$ cat config.mk
export PLATFORM = sky130hd
export DESIGN_NAME = csr_trap_controller
export DESIGN_NICKNAME = d
export VERILOG_FILES = /design/src/rtl/cpu_pkg.sv /design/src/rtl/csr_counter64.sv /design/src/rtl/csr_trap_controller.sv
export SDC_FILE = /design/constraint.sdc
export NUM_CORES = 1
export LEC_CHECK = 0
export BUFFER_PORTS_ARGS = -buffer_cell sky130_fd_sc_hd__buf_2
export CAP_MARGIN = 30
export CORE_ASPECT_RATIO = 1.1
export CORE_MARGIN = 1.5
export CORE_UTILIZATION = 55
export DETAILED_ROUTE_END_ITERATION = 7
export GPL_TIMING_DRIVEN = 0
export MAX_ROUTING_LAYER = met4
export PLACE_DENSITY = 0.8
export SETUP_SLACK_MARGIN = 0.1
export SLEW_MARGIN = 5
export SYNTH_ARGS = -nofsm -noshare
export SYNTH_HDL_FRONTEND = slang
export SYNTH_SLANG_ARGS = --single-unit
$ cat constraint.sdc
create_clock -name clk -period 8.95 [get_ports clk]
set_input_delay 1.79 -clock clk [delete_from_list [all_inputs] [get_ports clk]]
set_output_delay 1.79 -clock clk [all_outputs]
set_load 0.01 [all_outputs]
$ cat src/rtl/cpu_pkg.sv
// Shared machine-mode CSR definitions for the 5-stage core.
// Addresses, CSR op encodings, bit indices and trap FSM states.
package cpu_pkg;

  typedef enum logic [11:0] {
    CSR_MSTATUS   = 12'h300,
    CSR_MIE       = 12'h304,
    CSR_MTVEC     = 12'h305,
    CSR_MEPC      = 12'h341,
    CSR_MIP       = 12'h344,
    CSR_MCYCLE    = 12'hB00,
    CSR_MINSTRET  = 12'hB02,
    CSR_MCYCLEH   = 12'hB80,
    CSR_MINSTRETH = 12'hB82,
    CSR_CYCLE     = 12'hC00,
    CSR_INSTRET   = 12'hC02,
    CSR_CYCLEH    = 12'hC80,
    CSR_INSTRETH  = 12'hC82
  } csr_addr_e;

  typedef enum logic [3:0] {
    OP_RW         = 4'd0,
    OP_RS         = 4'd1,
    OP_RC         = 4'd2,
    OP_RWI        = 4'd3,
    OP_RSI        = 4'd4,
    OP_RCI        = 4'd5,
    OP_RDCYCLE    = 4'd6,
    OP_RDINSTRET  = 4'd7,
    OP_RDCYCLEH   = 4'd8,
    OP_RDINSTRETH = 4'd9
  } csr_op_e;

  typedef enum logic {
    ST_RUN   = 1'b0,
    ST_SLEEP = 1'b1
  } trap_state_e;

  localparam int MSTATUS_MIE  = 3;
  localparam int MSTATUS_MPIE = 7;
  localparam int MIE_MEIE     = 11;
  localparam int MIE_MTIE     = 7;

endpackage

$ cat src/rtl/csr_counter64.sv
// 64-bit free-running counter with independent 32-bit half writes.
// A half write overrides that half of the incremented value.
module csr_counter64 (
  input  logic        clk,
  input  logic        rstn,
  input  logic        i_inc,
  input  logic        i_we_lo,
  input  logic        i_we_hi,
  input  logic [31:0] i_wdata,
  output logic [63:0] o_cnt
);

  logic [63:0] r_cnt;
  logic [63:0] w_next;

  always_comb begin
    w_next = r_cnt + {63'd0, i_inc};
    if (i_we_lo) w_next[31:0]  = i_wdata;
    if (i_we_hi) w_next[63:32] = i_wdata;
  end

  always_ff @(posedge clk or negedge rstn) begin
    if (!rstn) r_cnt <= '0;
    else       r_cnt <= w_next;
  end

  assign o_cnt = r_cnt;

endmodule

$ cat src/rtl/csr_trap_controller.sv
// Machine-mode CSR file and RUN/SLEEP trap sequencer beside EX.
// Redirect and read data are combinational from EX inputs.
module csr_trap_controller
  import cpu_pkg::*;
#(
  parameter logic [31:0] MTVEC_RST = 32'h0001_0000,
  parameter int          XLEN      = 32
) (
  input  logic            clk,
  input  logic            rstn,
  input  logic            ex_valid,
  input  logic            ex_stall,
  input  logic            ex_csr_inst,
  input  logic            ex_csr_we,
  input  logic [3:0]      ex_csr_ctrl,
  input  logic [11:0]     ex_csr_addr,
  input  logic [XLEN-1:0] ex_rs1_data,
  input  logic [4:0]      ex_zimm,
  input  logic            ex_mret,
  input  logic            ex_wfi,
  input  logic [XLEN-1:0] ex_pc,
  input  logic            wb_retire,
  input  logic            irq_ext,
  input  logic            irq_timer,
  output logic [XLEN-1:0] csr_rdata,
  output logic            trap_redirect,
  output logic [XLEN-1:0] trap_pc,
  output logic            wfi_halt
);

  trap_state_e     r_state;
  logic            r_mie_b;
  logic            r_mpie;
  logic            r_meie;
  logic            r_mtie;
  logic [XLEN-1:0] r_mtvec;
  logic [XLEN-1:0] r_mepc;
  logic [XLEN-1:0] r_wake_pc;

  logic [63:0]     w_cyc;
  logic [63:0]     w_ins;
  logic [XLEN-1:0] w_mstatus;
  logic [XLEN-1:0] w_mie;
  logic [XLEN-1:0] w_mip;
  logic [XLEN-1:0] w_old;
  logic [XLEN-1:0] w_src;
  logic [XLEN-1:0] w_wdata;
  logic            w_wen_op;
  csr_op_e         w_op;
  csr_addr_e       w_addr;
  logic            w_commit;
  logic            w_pend;
  logic            w_take_irq;
  logic            w_csr_wr;
  logic            w_mret;
  logic            w_wfi;
  logic            w_wake;
  logic            w_wake_trap;

  assign w_op   = csr_op_e'(ex_csr_ctrl);
  assign w_addr = csr_addr_e'(ex_csr_addr);

  assign w_mstatus = {19'd0, 2'b11, 3'd0, r_mpie, 3'd0, r_mie_b, 3'd0};
  assign w_mie     = {20'd0, r_meie, 3'd0, r_mtie, 7'd0};
  assign w_mip     = {20'd0, irq_ext, 3'd0, irq_timer, 7'd0};

  always_comb begin
    w_old = '0;
    case (w_addr)
      CSR_MSTATUS:              w_old = w_mstatus;
      CSR_MIE:                  w_old = w_mie;
      CSR_MTVEC:                w_old = r_mtvec;
      CSR_MEPC:                 w_old = r_mepc;
      CSR_MIP:                  w_old = w_mip;
      CSR_MCYCLE, CSR_CYCLE:    w_old = w_cyc[31:0];
      CSR_MCYCLEH, CSR_CYCLEH:  w_old = w_cyc[63:32];
      CSR_MINSTRET, CSR_INSTRET:   w_old = w_ins[31:0];
      CSR_MINSTRETH, CSR_INSTRETH: w_old = w_ins[63:32];
      default:                  w_old = '0;
    endcase
    // Counter pseudo-ops ignore the address field
    case (w_op)
      OP_RDCYCLE:    w_old = w_cyc[31:0];
      OP_RDINSTRET:  w_old = w_ins[31:0];
      OP_RDCYCLEH:   w_old = w_cyc[63:32];
      OP_RDINSTRETH: w_old = w_ins[63:32];
      default:       ;
    endcase
  end

  assign csr_rdata = (ex_valid & ex_csr_inst) ? w_old : '0;

  always_comb begin
    w_src    = ex_rs1_data;
    w_wdata  = '0;
    w_wen_op = 1'b0;
    if (w_op == OP_RWI || w_op == OP_RSI || w_op == OP_RCI)
      w_src = {{(XLEN-5){1'b0}}, ex_zimm};
    case (w_op)
      OP_RW, OP_RWI: begin
        w_wdata  = w_src;
        w_wen_op = 1'b1;
      end
      OP_RS, OP_RSI: begin
        w_wdata  = w_old | w_src;
        w_wen_op = |w_src;
      end
      OP_RC, OP_RCI: begin
        w_wdata  = w_old & ~w_src;
        w_wen_op = |w_src;
      end
      default: ;
    endcase
  end

  assign w_commit    = ex_valid & ~ex_stall & (r_state == ST_RUN);
  assign w_pend      = |(w_mip & w_mie);
  assign w_take_irq  = w_commit & r_mie_b & w_pend;
  assign w_csr_wr    = w_commit & ~w_take_irq & ex_csr_inst
                     & ex_csr_we & w_wen_op;
  assign w_mret      = w_commit & ~w_take_irq & ex_mret;
  assign w_wfi       = w_commit & ~w_take_irq & ex_wfi & ~w_pend;
  assign w_wake      = (r_state == ST_SLEEP) & w_pend;
  assign w_wake_trap = w_wake & r_mie_b;

  assign trap_redirect = w_take_irq | w_mret | w_wake;
  assign wfi_halt      = (r_state == ST_SLEEP);

  always_comb begin
    trap_pc = '0;
    if (w_take_irq || w_wake_trap) trap_pc = r_mtvec;
    else if (w_mret)               trap_pc = r_mepc;
    else if (w_wake)               trap_pc = r_wake_pc;
  end

  csr_counter64 u_mcycle (
    .clk     (clk),
    .rstn    (rstn),
    .i_inc   (1'b1),
    .i_we_lo (w_csr_wr & (w_addr == CSR_MCYCLE)),
    .i_we_hi (w_csr_wr & (w_addr == CSR_MCYCLEH)),
    .i_wdata (w_wdata),
    .o_cnt   (w_cyc)
  );

  csr_counter64 u_minstret (
    .clk     (clk),
    .rstn    (rstn),
    .i_inc   (wb_retire),
    .i_we_lo (w_csr_wr & (w_addr == CSR_MINSTRET)),
    .i_we_hi (w_csr_wr & (w_addr == CSR_MINSTRETH)),
    .i_wdata (w_wdata),
    .o_cnt   (w_ins)
  );

  always_ff @(posedge clk or negedge rstn) begin
    if (!rstn) begin
      r_state   <= ST_RUN;
      r_mie_b   <= 1'b0;
      r_mpie    <= 1'b0;
      r_meie    <= 1'b0;
      r_mtie    <= 1'b0;
      r_mtvec   <= MTVEC_RST;
      r_mepc    <= '0;
      r_wake_pc <= '0;
    end else if (w_take_irq) begin
      r_mepc  <= {ex_pc[XLEN-1:2], 2'b00};
      r_mpie  <= r_mie_b;
      r_mie_b <= 1'b0;
    end else if (w_wake_trap) begin
      r_mepc  <= r_wake_pc;
      r_mpie  <= r_mie_b;
      r_mie_b <= 1'b0;
      r_state <= ST_RUN;
    end else if (w_wake) begin
      r_state <= ST_RUN;
    end else if (w_mret) begin
      r_mie_b <= r_mpie;
      r_mpie  <= 1'b1;
    end else if (w_wfi) begin
      r_state   <= ST_SLEEP;
      r_wake_pc <= ex_pc + 32'd4;
    end else if (w_csr_wr) begin
      case (w_addr)
        CSR_MSTATUS: begin
          r_mie_b <= w_wdata[MSTATUS_MIE];
          r_mpie  <= w_wdata[MSTATUS_MPIE];
        end
        CSR_MIE: begin
          r_meie <= w_wdata[MIE_MEIE];
          r_mtie <= w_wdata[MIE_MTIE];
        end
        CSR_MTVEC: r_mtvec <= {w_wdata[XLEN-1:2], 2'b00};
        CSR_MEPC:  r_mepc  <= {w_wdata[XLEN-1:2], 2'b00};
        default:   ;
      endcase
    end
  end

endmodule

# == After elaboration in Yosys (flattened, before gate mapping) ==
# Cells that the tools add are included.
# W data, S select, Z words.
# classes
n_addsub,3
mul,0
div,0
order_cmp,0
n_eq_ne,27
shift,0
mux,38
bitwise_logic,32
n_reduce_logical,25
# ops
cell,n
$mux W32,16
$pmux W32 S9,1
$pmux W32 S4,1
$eq A12 B12 Y1 const B,8
$pmux W32 S3,1
$add A64 B1 Y64,1
$add A64 B1 Y64 const B,1
$reduce_or A32 Y1,2
$eq A12 B10 Y1 const B,5
$add A32 B3 Y32 const B,1
$and A32 B32 Y32,1
$not A32 Y32,1
$or A32 B32 Y32,1
$and A1 B1 Y1,18
$mux W1,18
$eq A4 B3 Y1 const B,4
$reduce_and A7 Y1,2
$reduce_or A2 Y1,7
$and A12 B12 Y12,1
$reduce_and A5 Y1,2
$ne A3 B2 Y1 const B,3
$reduce_bool A3 Y1,3
$eq A4 B2 Y1 const B,2
$eq A4 B4 Y1 const B,2
other kinds (12),23
# totals
regBits,227
latchBits,0
ram_bits,0
mem_bits_ro,0
input_bits,96
output_inout_bits,66
word_cells,135
n_memories,0

# == Longest topological paths before layout ==
# logic_depth
word_depth,16
ltp_mapped,11
mapped_depth_nobuf,9

# == Cells and area by module ==
# Synthesis repeated with hierarchy kept, for this count alone.
# hier_totals
cells_unflattened,2107
hier_area_um2,17127.7
# by_module_without_submodules
mod,n_inst,cells_each,area_each_um2,seq_area_each_um2
csr_trap_controller,1,1241,9663.0,2478.6
csr_counter64,2,433,3732.3,1601.5

# == Least setup slack after synthesis ==
# OpenSTA, ideal clock, no wires.
# synth_timing
kind,input -> output
start,input ex_csr_ctrl[3]
end,output csr_rdata[4]
arrival_time_ns,3.637
path_slack_ns,3.523
stages,9
path_buffers,3
cell_sequence,buf_2 or3b_2 buf_2 and2_1 clkbuf_1 a221o_1 a221oi_1 a31oi_1 and3_1
# synth_via
elab_chain_cells,3
elab_cells_between_ends,6
# synth_rtl
element,line_no,rtl
from (decl),csr_trap_controller.sv:15,"input logic [3:0] ex_csr_ctrl,"
$eq A4 B4 Y1 / $eq A4 B3 Y1 (equally long branches),csr_trap_controller.sv:82,case (w_op)
$pmux W32 S4 (*),csr_trap_controller.sv:82,
$mux W32 (*),csr_trap_controller.sv:91,assign csr_rdata = (ex_valid & ex_csr_inst) ? w_old : '0;
to (decl),csr_trap_controller.sv:25,"output logic [XLEN-1:0] csr_rdata,"
# Every way passes the cells marked *; elsewhere a longest branch is shown, timed or not.

# == Worst setup path in the final report ==
# layout_timing
start,input ex_csr_addr[4]
end,output csr_rdata[2]
# layout_via
elab_chain_cells,5
elab_cells_between_ends,20
# layout_rtl
element,line_no,rtl
from (decl),csr_trap_controller.sv:16,"input logic [11:0] ex_csr_addr,"
$eq A12 B12 Y1,csr_trap_controller.sv:69,case (w_addr)
$reduce_or A2 Y1,csr_trap_controller.sv:69,
$pmux W32 S9 (*),csr_trap_controller.sv:69,
$pmux W32 S4 (*),csr_trap_controller.sv:82,
$mux W32 (*),csr_trap_controller.sv:91,
# Marks and branches as above.

==> flow_metrics.py <==
metrics = {
    "status": {
        "status": "finished, violations left",
        "violations": "design-rule violations",
    },
    "die": {
        "coreArea_um2": 28900,
        "io_pins": 162,
        "initial_core_util": 0.562,
        "std_cell_rows": 65,
        "die_x_um": 167,
        "die_area_um2": 30500,
        "die_h_um": 183,
    },
    "pwr": {
        "power.share.sequential": 0.423,
        "power_frac_clock": 0.394,
        "p_switching_mw": 1.02,
        "sw_frac_of_total": 0.328,
        "internal_power_mw": 2.09,
        "peakVddDrop_mv": 0.200,
        "combPwrFrac": 0.183,
        "power_density_nw_per_um2": 168,
        "power.leakage_nw": 7.56,
    },
    "routing": {
        "wirelength_um": 74300,
        "drc": 1,
        "num_vias": 18268,
        "drtAntennaViolNets": 0,
        "detail_route.vias_per_cell": 7.20,
        "firstDrtPassIters": 8,
        "wl_per_cell_um": 29.3,
        "drt_iter0_markers": 3348,
    },
    "placement": {
        "dp_hpwl_um": 57900,
        "pre_cts_ws_ns": 2.01,
        "portBuffers": 155,
        "place_congestion": 1.06,
    },
    "layout": {
        "area_growth_syn_to_layout_pct": 14.4,
        "drive_gt1_frac": 0.146,
        "layout_commonest_cell": "nor2_1",
        "diodes": 0,
        "layout_common_cells": "nor2_1, dfrtp_1, buf_2",
        "final_nets": 2250,
    },
    "worst_setup_path": {
        "r2r-start": "wfi_halt",
        "criticalPathCategory": "in2out",
        "critPathLaunchType": "primary input",
        "critical_path.endpoint_type": "output pin",
        "worstPathRequired_ns": 7.16,
        "rr_worst_depth": 7,
        "cp_max_fo": 10,
        "timing.rr.end": "u_minstret.o_cnt[37]",
        "arrival_ns": 5.49,
        "rrSetupSlack_ns": 5.54,
    },
    "synth": {
        "synth.distinct_cells": 84,
        "synth_nets": 2053,
        "synthCells": 1953,
        "yosysWarnings": 0,
        "ys_seq_area_frac": 0.350,
        "async_flop_share": 1.00,
        "synth.cell_area_um2": 16200,
        "ys_ff_latch": 227,
        "synthFlopType": "dfrtp_1",
        "synth_edf_count": 0,
        "synth_area_per_cell_um2": 8.30,
    },
    "global_routing": {
        "grt_pass1_vias": 17368,
        "grt_max_degree": 109,
        "gr-usage-all-layers": 0.492,
        "antenna_found_initial": 0,
        "overflow": 0,
        "grt_pass1_wl_um": 109000,
    },
    "timing": {
        "max_slew_margin": 0.242,
        "worstMarginPinSlew_ns": 1.13,
        "min_period_ns": 7.28,
        "fmaxAchievable_mhz": 137,
        "final-setup-viol-count": 0,
        "finalSetupTns_ns": 0,
        "worst_slack_ns": 1.67,
        "slew_violations": 0,
        "rsz0062_at_grt": "false",
        "post-route-period-util": 0.813,
        "fin_skew_ns": 0.0289,
        "hold_violations": 0,
    },
    "worst_hold_path": {
        "hold_end": "r_wake_pc[9]",
        "hold_path_class": "reg2reg",
        "hp-start": "r_wake_pc[9]",
        "hold_depth": 2,
    },
    "cts": {
        "cts_buffers": 27,
        "clock_latency_ns": 0.58,
        "cts_buffer_depth": 3,
        "cts_tree": "done",
        "post_cts_resized": 0,
        "htreeDepth": 1,
        "cts_root_buffer": "clkbuf_16",
        "post_cts_buffers": 0,
        "ctsHoldBuffers": 0,
        "clk_pin_slew_ns": 0.06,
        "cts_sinks": 227,
    },
    "flow_run": {
        "cap_violations": 0,
    },
}
-- synthesized netlist by cell type (9+ instances only) --
master / instances / share of area
a211o_1: 11 / 0.0059
a211oi_1: 34 / 0.016
a21oi_1: 120 / 0.037
a221o_1: 9 / 0.0056
a221oi_1: 57 / 0.031
a222oi_1: 17 / 0.010
a22o_1: 46 / 0.025
a22oi_1: 53 / 0.025
a311oi_1: 15 / 0.0081
a31oi_1: 54 / 0.021
and2_1: 12 / 0.0046
and3_1: 39 / 0.015
and4_1: 21 / 0.011
buf_2: 53 / 0.016
clkbuf_1: 94 / 0.022
dfrtp_1: 226 / 0.35
inv_1: 25 / 0.0058
mux2i_1: 42 / 0.026
nand2_1: 120 / 0.028
nand2b_1: 9 / 0.0035
nand3_1: 82 / 0.025
nand4_1: 48 / 0.019
nor2_1: 291 / 0.067
nor3_1: 44 / 0.014
nor4_1: 17 / 0.0066
o21ai_0: 87 / 0.027
o22ai_1: 18 / 0.0069
o31ai_1: 15 / 0.0069
xnor2_1: 109 / 0.059
xor2_1: 37 / 0.020
-- cell families (layout without fill, tap and decap cells) --
| kind of cell | Yosys count | in the layout | synth area share |
|---|---|---|---|
| DFF | 227 | 227 | 0.350 |
| adders and majority gates | 4 | 4 | 0.00309 |
| and+or+nand+nor | 743 | 743 | 0.227 |
| AOI/OAI and AO/OA | 601 | 601 | 0.261 |
| xor gates and xnor gates | 146 | 146 | 0.0789 |
| muxes | 50 | 50 | 0.0322 |
| buffers and inverters | 182 | 399 | 0.0475 |
-- metrics by stage --
stage	cell area (µm²)	instances	utilization	power [mW]	hold slack, ns
6_report	18500	2538	0.642	3.11	0.508
4_1_cts	18500	2534	0.641	3.05	0.511
5_1_grt	18500	2538	0.642	3.18	0.541
3_5_place_dp	17600	2485	0.608	1.86	0.496
3_3_place_gp	17400	2476	0.604	1.84	0.489
2_1_floorplan	16200	1953	-	1.58	0.465
-- sequential cells by signal, summed over array words and instances (netlist names) --
register,cells
r_meie,1
r_mepc,32
r_mie_b,1
r_mpie,1
r_mtie,1
r_mtvec,30
r_wake_pc,32
u_mcycle.o_cnt,64
u_minstret.o_cnt,64
wfi_halt,1
-- worst max path at each step --
| stage | startpoint | end | slack, ns |
|---|---|---|---|
| after floorplan | ex_csr_ctrl[3] | csr_rdata[4] | 3.52 |
| after global placement | ex_csr_addr[1] | csr_rdata[2] | 1.81 |
| after detailed placement | ex_csr_addr[7] | csr_rdata[2] | 2.01 |
| after CTS | ex_csr_addr[7] | csr_rdata[2] | 1.99 |
| after global routing | ex_csr_addr[4] | csr_rdata[2] | 1.72 |
| final | ex_csr_addr[4] | csr_rdata[2] | 1.67 |
-- area by class of cell --
| cell class | count | area [µm²] |
|---|---|---|
| multi-input combinational | 1544 | 9770 |
| fill | 2595 | 10300 |
| timing repair buffer | 168 | 913 |
| clock inverter | 11 | 195 |
| inverter | 25 | 93.8 |
| sequential | 227 | 5680 |
| tap | 368 | 460 |
| clock buffer | 38 | 757 |
| buffer | 157 | 676 |
-- worst max-delay path, stage by stage --
cell,delay [ns]
clkbuf_1,0.38
nor4b_1,0.15
clkbuf_1,0.28
o21ai_1,0.66
clkbuf_1,0.57
o21ai_0,0.34
a221oi_1,0.59
a21oi_1,0.32
and3_1,0.27
buf_2,0.13
-- routing by layer --
metal / vias to the layer above / routed length, µm / GRT usage
li1: 7745 / - / -
met5: - / 0 / -
met2: 1478 / 32900 / 0.760
met4: 0 / 5160 / 0.290
met1: 8701 / 27200 / 0.597
met3: 344 / 9030 / 0.106
-- power by group through the flow --
stage | Sequential, mW | Clock [mW] | Combinational, mW
final | 1.32 | 1.22 | 0.568
after global routing | 1.32 | 1.25 | 0.613
after CTS | 1.30 | 1.21 | 0.549
after detailed placement | 1.31 | 0 | 0.546
after global placement | 1.31 | 0 | 0.528
after floorplan | 1.25 | 0 | 0.337
Note: power is estimated with default switching activity, not from simulation.
